### src/rtl/key_filter_array_if.sv
// rtl/key_filter_array_if.sv - key bank signal bundle: raw pins in, debounced level and event pulses out
interface key_filter_array_if #(
    parameter int NUM_KEYS = 4
);
    logic [NUM_KEYS-1:0] key_in;
    logic [NUM_KEYS-1:0] key_press;
    logic [NUM_KEYS-1:0] key_release;
    logic [NUM_KEYS-1:0] key_state;
    logic [NUM_KEYS-1:0] key_long;
    logic [NUM_KEYS-1:0] key_repeat;

    modport master (
        output key_in,
        input  key_press, key_release, key_state, key_long, key_repeat
    );

    modport slave (
        input  key_in,
        output key_press, key_release, key_state, key_long, key_repeat
    );
endinterface

### src/rtl/key_filter_array.sv
// rtl/key_filter_array.sv - N-channel key debouncer with press/release/long-press pulses
// Optional auto-repeat pulses are built only when KEY_REPEAT_EN is defined.
module key_filter_array #(
    parameter int NUM_KEYS   = 4,
    parameter int ACTIVE_LOW = 1,
    parameter int FILTER_CNT = 1_000_000,
    parameter int LONG_CNT   = 50_000_000,
    parameter int REPEAT_CNT = 10_000_000,
    parameter int CNT_W      = 26
) (
    input  logic              clk,
    input  logic              rst,
    key_filter_array_if.slave keys
);
    typedef enum logic [3:0] {
        IDLE    = 4'b0001,
        FILTER0 = 4'b0010,
        DOWN    = 4'b0100,
        FILTER1 = 4'b1000
    } state_t;

    localparam logic [CNT_W-1:0] FILT_LAST = CNT_W'(FILTER_CNT - 1);
    localparam logic [CNT_W-1:0] LONG_LAST = CNT_W'(LONG_CNT - 1);
    localparam logic [CNT_W-1:0] RPT_LAST  = CNT_W'(REPEAT_CNT - 1);

    logic [NUM_KEYS-1:0] r1, r2, r3;
    logic [NUM_KEYS-1:0] press_edge, rel_edge;
    logic [NUM_KEYS-1:0] press_q, release_q, state_q, long_q, fired;
    logic [NUM_KEYS-1:0] repeat_q;
    state_t              st  [NUM_KEYS];
    logic [CNT_W-1:0]    cnt [NUM_KEYS];
    logic [CNT_W-1:0]    rpt [NUM_KEYS];

    assign press_edge = r2 & ~r3;
    assign rel_edge   = ~r2 & r3;

    assign keys.key_press   = press_q;
    assign keys.key_release = release_q;
    assign keys.key_state   = state_q;
    assign keys.key_long    = long_q;

    // One counter per channel serves as filter counter in FILTER0/1 and hold counter in DOWN.
    always_ff @(posedge clk) begin
        if (rst) begin
            r1        <= '0;
            r2        <= '0;
            r3        <= '0;
            press_q   <= '0;
            release_q <= '0;
            state_q   <= '0;
            long_q    <= '0;
            fired     <= '0;
            repeat_q  <= '0;
            for (int i = 0; i < NUM_KEYS; i++) begin
                st[i]  <= IDLE;
                cnt[i] <= '0;
                rpt[i] <= '0;
            end
        end else begin
            r1        <= (ACTIVE_LOW != 0) ? ~keys.key_in : keys.key_in;
            r2        <= r1;
            r3        <= r2;
            press_q   <= '0;
            release_q <= '0;
            long_q    <= '0;
            repeat_q  <= '0;
            for (int i = 0; i < NUM_KEYS; i++) begin
                case (st[i])
                    IDLE: begin
                        if (press_edge[i]) begin
                            st[i]  <= FILTER0;
                            cnt[i] <= '0;
                        end
                    end
                    FILTER0: begin
                        if (cnt[i] == FILT_LAST) begin
                            st[i]      <= DOWN;
                            press_q[i] <= 1'b1;
                            state_q[i] <= 1'b1;
                            cnt[i]     <= '0;
                        end else if (rel_edge[i]) begin
                            st[i]  <= IDLE;
                            cnt[i] <= '0;
                        end else begin
                            cnt[i] <= cnt[i] + 1'b1;
                        end
                    end
                    DOWN: begin
                        if (rel_edge[i]) begin
                            st[i]  <= FILTER1;
                            cnt[i] <= '0;
                            rpt[i] <= '0;
                        end else begin
                            if (cnt[i] != LONG_LAST)
                                cnt[i] <= cnt[i] + 1'b1;
                            if (cnt[i] == LONG_LAST && !fired[i]) begin
                                long_q[i] <= 1'b1;
                                fired[i]  <= 1'b1;
                                rpt[i]    <= '0;
                            end else if (fired[i]) begin
                                // Repeat period runs from the long-press pulse onward.
                                if (rpt[i] == RPT_LAST) begin
                                    repeat_q[i] <= 1'b1;
                                    rpt[i]      <= '0;
                                end else begin
                                    rpt[i] <= rpt[i] + 1'b1;
                                end
                            end
                        end
                    end
                    FILTER1: begin
                        if (cnt[i] == FILT_LAST) begin
                            st[i]        <= IDLE;
                            release_q[i] <= 1'b1;
                            state_q[i]   <= 1'b0;
                            fired[i]     <= 1'b0;
                            cnt[i]       <= '0;
                        end else if (press_edge[i]) begin
                            st[i]  <= DOWN;
                            cnt[i] <= '0;
                        end else begin
                            cnt[i] <= cnt[i] + 1'b1;
                        end
                    end
                    default: begin
                        st[i]  <= IDLE;
                        cnt[i] <= '0;
                    end
                endcase
            end
        end
    end

`ifdef KEY_REPEAT_EN
    assign keys.key_repeat = repeat_q;
`else
    // Repeat state is left unconnected here so synthesis trims it away.
    assign keys.key_repeat = '0;
    logic unused_repeat;
    assign unused_repeat = ^repeat_q ^ ^RPT_LAST;
`endif

endmodule

### src/flat_wrapper.sv
// flat-port wrapper written by rule: the top's interface ports become plain ports
module key_filter_array_flat 
#(
    parameter int NUM_KEYS   = 4,
    parameter int ACTIVE_LOW = 1,
    parameter int FILTER_CNT = 1_000_000,
    parameter int LONG_CNT   = 50_000_000,
    parameter int REPEAT_CNT = 10_000_000,
    parameter int CNT_W      = 26
)
  (clk, rst, keys_key_in, keys_key_press, keys_key_release, keys_key_state, keys_key_long, keys_key_repeat);
  key_filter_array_if #(.NUM_KEYS(NUM_KEYS)) keys_i ();
  input  logic clk;
  input  logic rst;
  input wire logic [$bits(keys_i.key_in)-1:0] keys_key_in;
  output wire logic [$bits(keys_i.key_press)-1:0] keys_key_press;
  output wire logic [$bits(keys_i.key_release)-1:0] keys_key_release;
  output wire logic [$bits(keys_i.key_state)-1:0] keys_key_state;
  output wire logic [$bits(keys_i.key_long)-1:0] keys_key_long;
  output wire logic [$bits(keys_i.key_repeat)-1:0] keys_key_repeat;
  assign keys_i.key_in = keys_key_in;
  assign keys_key_press = keys_i.key_press;
  assign keys_key_release = keys_i.key_release;
  assign keys_key_state = keys_i.key_state;
  assign keys_key_long = keys_i.key_long;
  assign keys_key_repeat = keys_i.key_repeat;
  key_filter_array #(.NUM_KEYS(NUM_KEYS), .ACTIVE_LOW(ACTIVE_LOW), .FILTER_CNT(FILTER_CNT), .LONG_CNT(LONG_CNT), .REPEAT_CNT(REPEAT_CNT), .CNT_W(CNT_W)) u_core (.clk(clk), .rst(rst), .keys(keys_i));
endmodule
### config.mk
export PLATFORM = sky130hd
export DESIGN_NAME = key_filter_array_flat
export DESIGN_NICKNAME = d
export VERILOG_FILES = /design/src/rtl/key_filter_array_if.sv /design/src/rtl/key_filter_array.sv /design/src/flat_wrapper.sv
export SDC_FILE = /design/constraint.sdc
export NUM_CORES = 1
export LEC_CHECK = 0
export CAP_MARGIN = 15
export CORE_MARGIN = 5
export CORE_UTILIZATION = 40
export DETAILED_ROUTE_END_ITERATION = 6
export HOLD_SLACK_MARGIN = 0.03
export PLACE_DENSITY = 0.62
export SKIP_CTS_REPAIR_TIMING = 1
export SYNTH_ARGS = -nofsm -noshare
export SYNTH_HDL_FRONTEND = slang
export SYNTH_SLANG_ARGS = --single-unit
### constraint.sdc
create_clock -name clk -period 9 [get_ports clk]
set_input_delay 1.8 -clock clk [delete_from_list [all_inputs] [get_ports clk]]
set_output_delay 1.8 -clock clk [all_outputs]
set_load 0.005 [all_outputs]
=== Word-level counts from Yosys, hierarchy flattened ===
Memory sizes are Yosys's and may differ from the RTL's.
Cells that the tools add are included.

* Bits in registers: 32
* Bits in writable memories: 120
* Bits of input ports: 6
* Output and inout port bits: 20
* Logic and storage cells: 438
* Memories: 2

{| class="wikitable"
|+ Memory list
! name !! depth !! bits a word !! read ports !! clocked after memory_dff !! write ports !! line !! RTL
|-
| u_core.cnt || 4 || 26 || 4 || 0 || 4 || key_filter_array.sv:31 || <nowiki>logic [CNT_W-1:0] cnt [NUM_KEYS];</nowiki>
|-
| u_core.st || 4 || 4 || 4 || 0 || 4 || key_filter_array.sv:30 || <nowiki>state_t st [NUM_KEYS];</nowiki>
|}

* Add/sub/neg operators: 4
* Eq/ne operators: 44
* Multiplexer cells: 262
* Bitwise gates (word level): 77
* Reductions and logical operators: 32

{| class="wikitable"
|+ Operators with widths
! operator !! number
|-
| $mux W26 || 40
|-
| $mux W1 || 186
|-
| $mux W4 || 28
|-
| $add A26 B1 Y26 const B || 4
|-
| $eq A26 B20 Y1 const B || 4
|-
| $eq A26 B26 Y1 const B || 4
|-
| $ne A26 B26 Y1 const B || 4
|-
| $or A1 B1 Y1 || 68
|-
| $ne A2 B1 Y1 const B || 12
|-
| $eq A4 B1 Y1 const B || 4
|-
| $eq A4 B2 Y1 const B || 4
|-
| $eq A4 B3 Y1 const B || 4
|-
| $eq A4 B4 Y1 const B || 4
|-
| $pmux W1 S2 || 8
|-
| $reduce_and A4 Y1 || 4
|-
| $reduce_bool A2 Y1 || 8
|-
| $reduce_or A4 Y1 || 4
|-
| $not A4 Y4 || 3
|-
| $reduce_and A3 Y1 || 4
|-
| $reduce_or A3 Y1 || 4
|-
| $and A4 B4 Y4 || 2
|-
| $ne A2 B2 Y1 const B || 4
|-
| $logic_and A1 B1 Y1 || 4
|-
| $logic_not A1 Y1 || 4
|-
| $not A1 Y1 || 4
|}

=== Logic depth before layout (Yosys ltp) ===
Gate-level depths: netlist (run 1).

* Depth in word-level cells: 16
* Mapped depth: 9
* Gate-level depth less buffers: 6

=== Worst setup path after synthesis (run 1) ===
No wires, ideal clock.

* Path kind: input to register
* From: input rst
* To: memory u_core.cnt[0][0], enable pin
* Setup time: 445 ps
* Arrival time: 4665 ps
* Required time: 8555 ps
* Slack: 3890 ps
* Stages: 5
* Buffers on the path: 3
* Cells stage by stage: clkbuf_1 > buf_1 > clkbuf_1 > nor4_1 > o21ai_0

{| class="wikitable"
|+ RTL lines
! item !! line !! RTL
|-
| start, declared || flat_wrapper.sv:14 || <nowiki>input logic rst;</nowiki>
|-
| end, declared || key_filter_array.sv:31 ||
|}

==> run metrics, run 1 <==
CP bufs+invs=4; GRT Resource Usage Total=14.39%; Detailed Route WL=17160 µm; pre-CTS setup slack=4.430 ns; status=finished, final reports clean; max-cap violations=0; Final GP Congestion=0.8062; WHS=0.4402 ns; I/O pin count=26; Initial Util=40.41%; clock sinks=152; WP depth=7; clk slew on worst S/H paths=0.06 ns; Hold Crit Depth=1; CTS tree=done; worst r2r src=u_core.cnt[0][12]$_SDFFCE_PP0P_; via count=6233; uppermost layer routed=met4; sequential cell area=0.004244 mm²; Worst VDD drop=0.1289 mV; M1 WL=8547 µm; slowest CP cell=a22oi_4; setup_tns=0 ns; detailed placement HPWL=11420 µm; Worst EP arrival=4.26 ns; mapped cell area=0.008468 mm²; IO Port Bufs=21; worst-margin pin slew=0.9937 ns; sequential share of the synthesized area=50.12%; total global routing overflow=0; Pwr Density=205.3 mW/mm²; Core ar.=0.02096 mm²; Mapped Avg Cell Area=10.18 µm²; DR DRC count=0; largest net degree at the start of global routing=46; met2 routed wirelength=7845 µm; Fin. Hold Viols=0; Min-Delay Path Class=reg -> reg; most numerous cell in the Yosys netlist=nor2_1; Crit path required time=9.17 ns; Worst Setup End Kind=flip-flop; kind of cell adding the most delay to the critical path=buffers and inverters; total CTS buffers=17; placed inst area=0.008862 mm²; async set-or-reset flop fraction in the synthesized netlist=0%; ratio of cells with drive above 1 in the final layout=6.876%; per-cell routed wire length=15.15 µm; vias in the first global route=5740; maximum buffer depth of the clock tree=2; Post-DRT Antenna Nets=0; unrepaired setup endpoints after global routing=no; placed instance count=1099; Multi-input gate area=0.003971 mm²; Worst path max stage delay=0.58 ns; fill cell count=2026; Synth-to-Final Area Change=11.97%; Synth Register Bits=152; worst-path cell chain=buf_2 -> buf_4 -> inv_1 -> and3_1 -> a22oi_4 -> o21ai_2 -> buf_4; crit path launch=rst; DIE AREA=0.02418 mm²; Worst R2R Path Depth=6; top_reg_cell synth=edfxtp_1; cell area after layout=0.009482 mm²; Post-synth top cells=124 x nor2_1, 120 x edfxtp_1, 51 x xnor2_1; drt initial violations=402; Root Driver=clkbuf_16; startpoint types=input port; total power=1.947 mW; crit-path max FO=45; drt via density=5.501; crit path time final=4.086 ns; Clock Skews=0.007003 ns; Crit Path Category=in -> reg; Site Rows=53; cell leakage power=2.908 nW; Pins Over Slew Limit=0; die width=155.5 µm; Slew headroom=33.24%; final std cells w/o fill=1133; Crit path top cell by count=buf_4; post-synthesis cell count=832; Synth top area share=42.55%; initial antenna violation count=0; Tcrit/Tclk final=45.40%; Final Core Density=45.25%; largest cells by area after synthesis=edfxtp_1 43%, dfxtp_1 7.6%, nor2_1 5.5%, xnor2_1 5.3%, xor2_1 5.0%; Worst Setup Slack, final=4.914 ns; Hold Path Origin=u_core.r1[1]$_SDFF_PP0_; Layout Nets=855; Die Span Y=155.5 µm; Post-synth EDFFs=120; CTS H-tree depth=4; YS warnings=0; First-pass DRT Iterations=6; first-pass GRT wire length=28610 µm; Skew-Pair Late Insertion Delay=0.42 ns; post-synth top area cell=edfxtp_1; # diodes=0; Setup-failing EPs final=0; Unique masters post-synth=68; Max Fclk=244.8 MHz; met3 WL=589 µm
## area by class of cell
class	instances	share of cell area, %
Sequential cell	152	44.76
Multi-Input combinational cell	631	41.88
Clock buffer	18	4.526
Tap cell	275	3.629
Timing Repair Buffer	29	2.956
Clock inverter	14	1.689
Inverter	14	0.5542
## registers in the layout, indices dropped and copies added, names as in the netlist
register,count
u_core.st,16
u_core.r3,4
u_core.keys.key_release,4
u_core.cnt,104
u_core.keys.key_press,4
u_core.r2,4
u_core.keys.key_long,4
u_core.keys.key_state,4
u_core.r1,4
u_core.fired,4
## worst reg2reg max path, delay by kind of cell, from the launching register on
family,cells,cell delay [ns]
buffers and inverters,1,0.28
AOI/OAI and AO/OA,2,1.02
DFF,1,0.50
and+or+nand+nor,3,1.19
## per-layer routing
metal  vias up  GRT usage (%)
li1       3128              -
met1      2975          20.32
met2       113          22.04
met3        17          3.700
met4         0          3.960
met5         -              0
## kinds of logic (layout without fill, tap and decap cells)
group	count (synthesis)	after routing	synth area share, %
AND/OR/NAND/NOR	440	440	28.15
flip-flops	152	152	50.12
XOR/XNOR	99	99	10.24
AO/OA/AOI/OAI	80	80	7.151
buffers and inverters	52	75	3.206
adder cells (fa/ha/maj)	4	4	0.5910
multiplexers	4	4	0.5024
other	1	4	0.04428
## final timing paths
kind	end	slack, ns
worst max-delay path	u_core.cnt[0][30]$_SDFFCE_PP0P_	4.91
worst min-delay path	u_core.r2[1]$_SDFF_PP0_	0.44
worst max register to register	u_core.cnt[0][1]$_SDFFCE_PP0P_	5.74
worst min register to register	u_core.r2[1]$_SDFF_PP0_	0.44
## cell usage in the layout, fill, tap and decap left out, types with 20 or more instances in the layout
master and n:
nor3_1 45, dfxtp_1 32, nor2b_1 26, edfxtp_1 120, nand3_1 44, a211oi_1 25
nor2_1 124, xor2_1 48, nand4_1 43, clkdlybuf4s50_1 20, nand2_1 43, xnor2_1 51
## power by group
part,internal (mW),switching (mW),total [mW]
Sequential,0.879,0.133,1.01
Clock,0.415,0.306,0.721
Combinational,0.0926,0.120,0.213
Note: power is estimated with default switching activity, not from simulation.
==> run 2, diff against run 1 <==
- PLACE_DENSITY: 0.62 -> 0.64
- clock period: 9 -> 3.75 ns (I/O delays scaled with it)
==> run 2 against run 1 <==
  * Register-to-register slack worse by 4.8 ns
  * Largest power group unchanged
  * Global-route usage is 0.11 points higher
  * Sequential share of layout area is 0.26 points lower
  * Design area is 0.58% higher
  * Highest routed layer unchanged
  * Die area stayed put
  * Worst hold slack worse by 0.016 ns
  * Via count is 0.13% lower
  * Core utilization is 0.26 points higher
  * Critical path type is now reg -> reg
==> run metrics, run 2 (synthesis gave the netlist of run 1 again) <==
drt via density=5.480 (-0.39%); largest net degree at the start of global routing=27 (-41%); Biggest register=u_core.cnt; cell leakage power=2.937 nW (+0.97%); worst-path cell chain=nor4b_1 -> nand4_1 -> or2_2 -> o211ai_1 -> a311o_1 -> buf_4; Multi-input gate area=0.003971 mm² (unchanged); Post-DRT Antenna Nets=0 (unchanged); Initial Util=40.41% (unchanged); drt initial violations=519 (+29%); commonest non-fill, non-tap cells in the layout=124 x nor2_1, 120 x edfxtp_1, 51 x xnor2_1; total power=4.791 mW (+150%); First-pass DRT Iterations=5 (-1); Clk pwr share=38.5% (+1.5 points); vias in the first global route=5981 (+4.2%); Detailed Route WL=17130 µm (-0.17%); sequential share of power=50.7% (-1.3 points); detailed placement HPWL=11410 µm (about the same); ratio of cells with drive above 1 in the final layout=6.969% (+0.092 points); GRT Resource Usage Total=14.50% (+0.11 points); die width=155.5 µm (unchanged); startpoint types=flip-flop; Pins Over Slew Limit=0 (unchanged); Max Fclk=350.8 MHz; Core ar.=0.02096 mm² (unchanged); Layout Nets=858 (+0.35%); sequential cell area=0.004244 mm² (unchanged); Clock Skews=0.009472 ns (+0.002468 ns); I/O pin count=26 (unchanged); Slew headroom=34.05% (+0.81 points); max-cap violations=0 (unchanged); Worst EP arrival=2.92 ns (-1.34 ns); total CTS buffers=17 (unchanged); Min-Delay Path Class=reg -> reg; Die Span Y=155.5 µm (unchanged); placed instance count=1103 (+0.36%); Final GP Congestion=0.8458 (+4.9%); Worst VDD drop=0.3158 mV (+140%); Worst path max stage delay=0.49 ns (-0.09 ns); total global routing overflow=0 (unchanged); CTS tree=done; via count=6225 (-0.13%); # diodes=0 (unchanged); Root Driver=clkbuf_16; Fin. Hold Viols=0 (unchanged); fill cell count=2031 (+0.25%); status=finished, final reports clean; cell area after layout=0.009537 mm² (+0.58%); kind of cell adding the most delay to the critical path=simple AND/OR/NAND/NOR gates; combinational cell fraction of total power=10.9% (about the same); placed inst area=0.008892 mm² (+0.34%); initial antenna violation count=0 (unchanged); clock sinks=152 (unchanged); Setup-failing EPs final=0 (unchanged); IO Port Bufs=21 (unchanged); unrepaired setup endpoints after global routing=no; Synth-to-Final Area Change=12.62%; Switching Fraction=26.76% (-2.0 points); first-pass GRT wire length=29460 µm (+3.0%); setup_tns=0 ns (unchanged); Worst Setup End Kind=flip-flop; Crit Path Category=reg -> reg; Site Rows=53 (unchanged); commonest non-fill, non-tap cell in the layout=nor2_1; worst-margin pin slew=0.9816 ns (-0.01207 ns); crit path time final=2.850 ns; per-cell routed wire length=15.08 µm (-0.44%); CTS H-tree depth=4 (unchanged); clk slew on worst S/H paths=0.06 ns (about the same); Net Sw Power=1.282 mW (+130%); maximum buffer depth of the clock tree=2 (unchanged); Tcrit/Tclk final=76.01%; crit-path max FO=26 (-42%); number of flip-flops in the largest register=104 (unchanged); Pwr Density=502.4 mW/mm² (+140%); DR DRC count=0 (unchanged); internal power=3.509 mW (+150%); biggest regs=u_core.cnt x104, u_core.st x16; CP bufs+invs=1 (-3); Skew-Pair Late Insertion Delay=0.42 ns (about the same); Crit path required time=3.82 ns (-5.35 ns); DIE AREA=0.02418 mm² (unchanged); final std cells w/o fill=1136 (+0.26%); slowest CP cell=edfxtp_1
## run 2: changes by cell type in the layout (fill, tap and decap cells not counted)
| cell | delta |
|---|---|
| buf_4 | +4 |
| bufinv_16 | +3 |
| clkinv_1 | +2 |
| buf_8 | -2 |
| inv_8 | -1 |
| buf_6 | +1 |
| clkinv_2 | +2 |
| inv_6 | -4 |
| clkinv_4 | -2 |
## run 2: routing by layer
layer	up-vias	track usage, %	share of wire (%)
met5	-	0	0
met4	0	4.252	1.0
met3	20	3.032	3.5
met2	118	22.62	46
met1	2963	20.46	50
li1	3124	-	-
## run 2: final timing paths
kind                            cells past startpoint  slack (ns)                            endpoint                            start
worst max-delay path                                6        0.90    u_core.cnt[0][100]$_SDFFCE_PP0P_  u_core.cnt[0][84]$_SDFFCE_PP0P_
worst min-delay path                                1        0.42  u_core.keys.key_long[1]$_SDFF_PP0_     u_core.fired[1]$_SDFFE_PP0P_
worst max register to register                      6        0.90    u_core.cnt[0][100]$_SDFFCE_PP0P_  u_core.cnt[0][84]$_SDFFCE_PP0P_
worst min register to register                      1        0.42  u_core.keys.key_long[1]$_SDFF_PP0_     u_core.fired[1]$_SDFFE_PP0P_
## run 2: worst reg2reg max path, delay by kind of cell, from the launching register on
family          cells  cell delay [ns]
flops               1             0.49
buf+inv             1             0.34
simple gates        3             1.03
compound gates      2             0.63
## run 2: cell type report
type                    count  share of cell area [%]
flip-flops and latches    152                   44.50
multi-input cells         631                   41.64
clock buffers              18                   4.500
well taps                 275                   3.608
repair buffers             32                   3.057
clock inverters            14                   2.139
inverters                  14                  0.5510
## run 2: metrics by stage
stage | setup WS, ns | hold WS, ns | util [%]
global placement | 0.9193 | 0.4212 | 42.43
floorplan | 0.3945 | 0.3928 | -
CTS | 0.9361 | 0.4255 | 45.46
finish | 0.8996 | 0.4238 | 45.51
detailed placement | 0.8461 | 0.4139 | 42.43
global route | 0.7413 | 0.4604 | 45.51
## run 2: power groups by stage
stage	registers (mW)	clock network (mW)	logic (mW)
floorplan	2.36	0	0.438
global placement	2.45	0	0.515
detailed placement	2.45	0	0.516
CTS	2.42	1.88	0.522
global route	2.47	1.97	0.580
finish	2.43	1.84	0.521
==> run 3, diff against run 2 <==
- clock period: 3.75 -> 2.6 ns (I/O delays scaled with it)
==> run 3 against run 2 <==
  * Die area stayed put
  * Sequential share of layout area is 1.7 points lower
  * Wire length grew 2.2%
  * Register-to-register slack got worse by 0.78 ns
  * Via count increased by 2.3%
  * Flip-flop and latch count stayed put
  * Worst setup slack worse by 0.78 ns
  * Maximum frequency is 15% higher
  * Non-clock buffer count increased by 41
  * Combinational power rose by 79%
  * First-iteration DRC count fell by 30%
  * Design area increased by 3.9%
  * Largest cell class unchanged
  * Largest power group unchanged
==> run metrics, run 3 (synthesis gave the netlist of run 1 again) <==
Root Driver=clkbuf_16; # diodes=0 (unchanged); Worst path max stage delay=0.55 ns (+0.06 ns); final std cells w/o fill=1177 (+3.6%); crit path time final=2.485 ns (-0.3650 ns); IO Port Bufs=21 (unchanged); commonest non-fill, non-tap cells in the layout=124 x nor2_1, 120 x edfxtp_1, 51 x xnor2_1; worst r2r src=u_core.cnt[0][38]$_SDFFCE_PP0P_; maximum buffer depth of the clock tree=2 (unchanged); Worst R2R Setup Slack=0.11 ns (-0.78 ns); clock sinks=152 (unchanged); placed instance count=1145 (+3.8%); CTS tree=done; met3 WL=546 µm (-9.3%); Min-Delay Path Class=reg -> reg; Pwr Density=695.0 mW/mm² (+38%); CTS H-tree depth=4 (unchanged); Reg-to-Reg End=u_core.cnt[0][48]$_SDFFCE_PP0P_; Clock Skews=0.009470 ns (-0.000001780 ns); vias in the first global route=6165 (+3.1%); worst-margin pin slew=0.6637 ns (-0.3179 ns); Core ar.=0.02096 mm² (unchanged); initial antenna violation count=0 (unchanged); GRT Resource Usage Total=14.84% (+0.35 points); Die Span Y=155.5 µm (unchanged); Worst VDD drop=0.4158 mV (+32%); biggest regs=u_core.cnt x104, u_core.st x16; commonest non-fill, non-tap cell in the layout=nor2_1; per-cell routed wire length=14.88 µm (-1.3%); Detailed Route WL=17520 µm (+2.2%); clk slew on worst S/H paths=0.06 ns (about the same); detailed placement HPWL=12020 µm (+5.3%); Hold Crit Depth=1 (unchanged); Worst Setup End Kind=flip-flop; unrepaired setup endpoints after global routing=no; drt initial violations=362 (-30%); WP depth=7 (+1); Synth-to-Final Area Change=16.99%; total global routing overflow=0 (unchanged); I/O pin count=26 (unchanged); Skew-Pair Late Insertion Delay=0.42 ns (about the same); Setup-failing EPs final=0 (unchanged); WHS=0.4198 ns (-0.004027 ns); cell leakage power=3.148 nW (+7.2%); Crit Path Category=reg -> reg; drt via density=5.409 (-1.3%); Tcrit/Tclk final=95.59% (+20 points); Biggest register=u_core.cnt; CP bufs+invs=2 (+1); kind of cell adding the most delay to the critical path=simple AND/OR/NAND/NOR gates; number of flip-flops in the largest register=104 (unchanged); First-pass DRT Iterations=4 (-1); Site Rows=53 (unchanged); ratio of cells with drive above 1 in the final layout=12.20% (+5.2 points); Worst EP arrival=2.66 ns (-0.26 ns); Fin. Hold Viols=0 (unchanged); Hold Path Origin=u_core.fired[1]$_SDFFE_PP0P_; M1 WL=8633 µm (+1.4%); Initial Util=40.41% (unchanged); DR DRC count=0 (unchanged); met2 routed wirelength=8214 µm (+4.9%); Layout Nets=899 (+4.8%); hold endpoint=u_core.keys.key_long[1]$_SDFF_PP0_; worst-path cell chain=nor4b_1 -> nand3_1 -> or4_1 -> buf_4 -> nor2_1 -> o21ai_4 -> buf_12; startpoint types=flip-flop; max-cap violations=0 (unchanged); first-pass GRT wire length=29970 µm (+1.7%); via count=6366 (+2.3%); slowest CP cell=or4_1; Max Fclk=402.3 MHz (+15%); setup_tns=0 ns (unchanged); Post-DRT Antenna Nets=0 (unchanged); uppermost layer routed=met4; Final Core Density=47.28% (+1.8 points); die width=155.5 µm (unchanged); Pins Over Slew Limit=0 (unchanged); status=finished, final reports clean; Slew headroom=55.41% (+21 points); Crit path required time=2.77 ns (-1.05 ns); largest net degree at the start of global routing=27 (unchanged); Final GP Congestion=0.8389 (-0.82%); fill cell count=2009 (-1.1%); Worst R2R Path Depth=7 (+1); crit-path max FO=26 (unchanged); DIE AREA=0.02418 mm² (unchanged); total CTS buffers=17 (unchanged)
## run 3: metal layers
metal | vias up | global-route usage [%]
met5 | - | 0
met4 | 0 | 3.501
met3 | 5 | 2.976
met2 | 109 | 23.84
met1 | 3047 | 20.81
li1 | 3205 | -
## run 3: how the worst max path moves through the flow
stage	slack (ns)	startpoint	end
3_5_place_dp	0.16	u_core.cnt[0][64]$_SDFFCE_PP0P_	u_core.cnt[0][63]$_SDFFCE_PP0P_
5_1_grt	0.01	u_core.cnt[0][38]$_SDFFCE_PP0P_	u_core.cnt[0][45]$_SDFFCE_PP0P_
3_3_place_gp	0.18	u_core.cnt[0][64]$_SDFFCE_PP0P_	u_core.cnt[0][59]$_SDFFCE_PP0P_
2_1_floorplan	0.007	u_core.cnt[0][26]$_SDFFCE_PP0P_	u_core.cnt[0][26]$_SDFFCE_PP0P_
6_report	0.11	u_core.cnt[0][38]$_SDFFCE_PP0P_	u_core.cnt[0][48]$_SDFFCE_PP0P_
4_1_cts	0.14	u_core.cnt[0][38]$_SDFFCE_PP0P_	u_core.cnt[0][45]$_SDFFCE_PP0P_
## run 3: where the power goes
group          leakage, nW  total (mW)  internal [mW]  switching (mW)
combinational         1.28       0.930          0.435           0.495
clock                0.278        2.50           1.44            1.05
sequential            1.59        3.46           3.04           0.419
## run 3: stage by stage
step	area, µm²	power [mW]	setup slack [ns]
after floorplan	8522	4.038	0.007262
after global placement	9294	4.413	0.1794
after detailed placement	9294	4.424	0.1554
after CTS	9888	6.944	0.1407
after global routing	9907	7.231	0.01142
final	9907	6.885	0.1146
## run 3: layout make-up
| cell class | count | area [µm²] | share of cell area (%) |
|---|---|---|---|
| Sequential cell | 152 | 4244 | 42.84 |
| Multi-Input combinational cell | 631 | 4014 | 40.52 |
| Timing Repair Buffer | 73 | 658.1 | 6.643 |
| Clock buffer | 18 | 429.2 | 4.332 |
| Tap cell | 275 | 344.1 | 3.473 |
| Clock inverter | 14 | 165.2 | 1.667 |
| Inverter | 14 | 52.55 | 0.5304 |
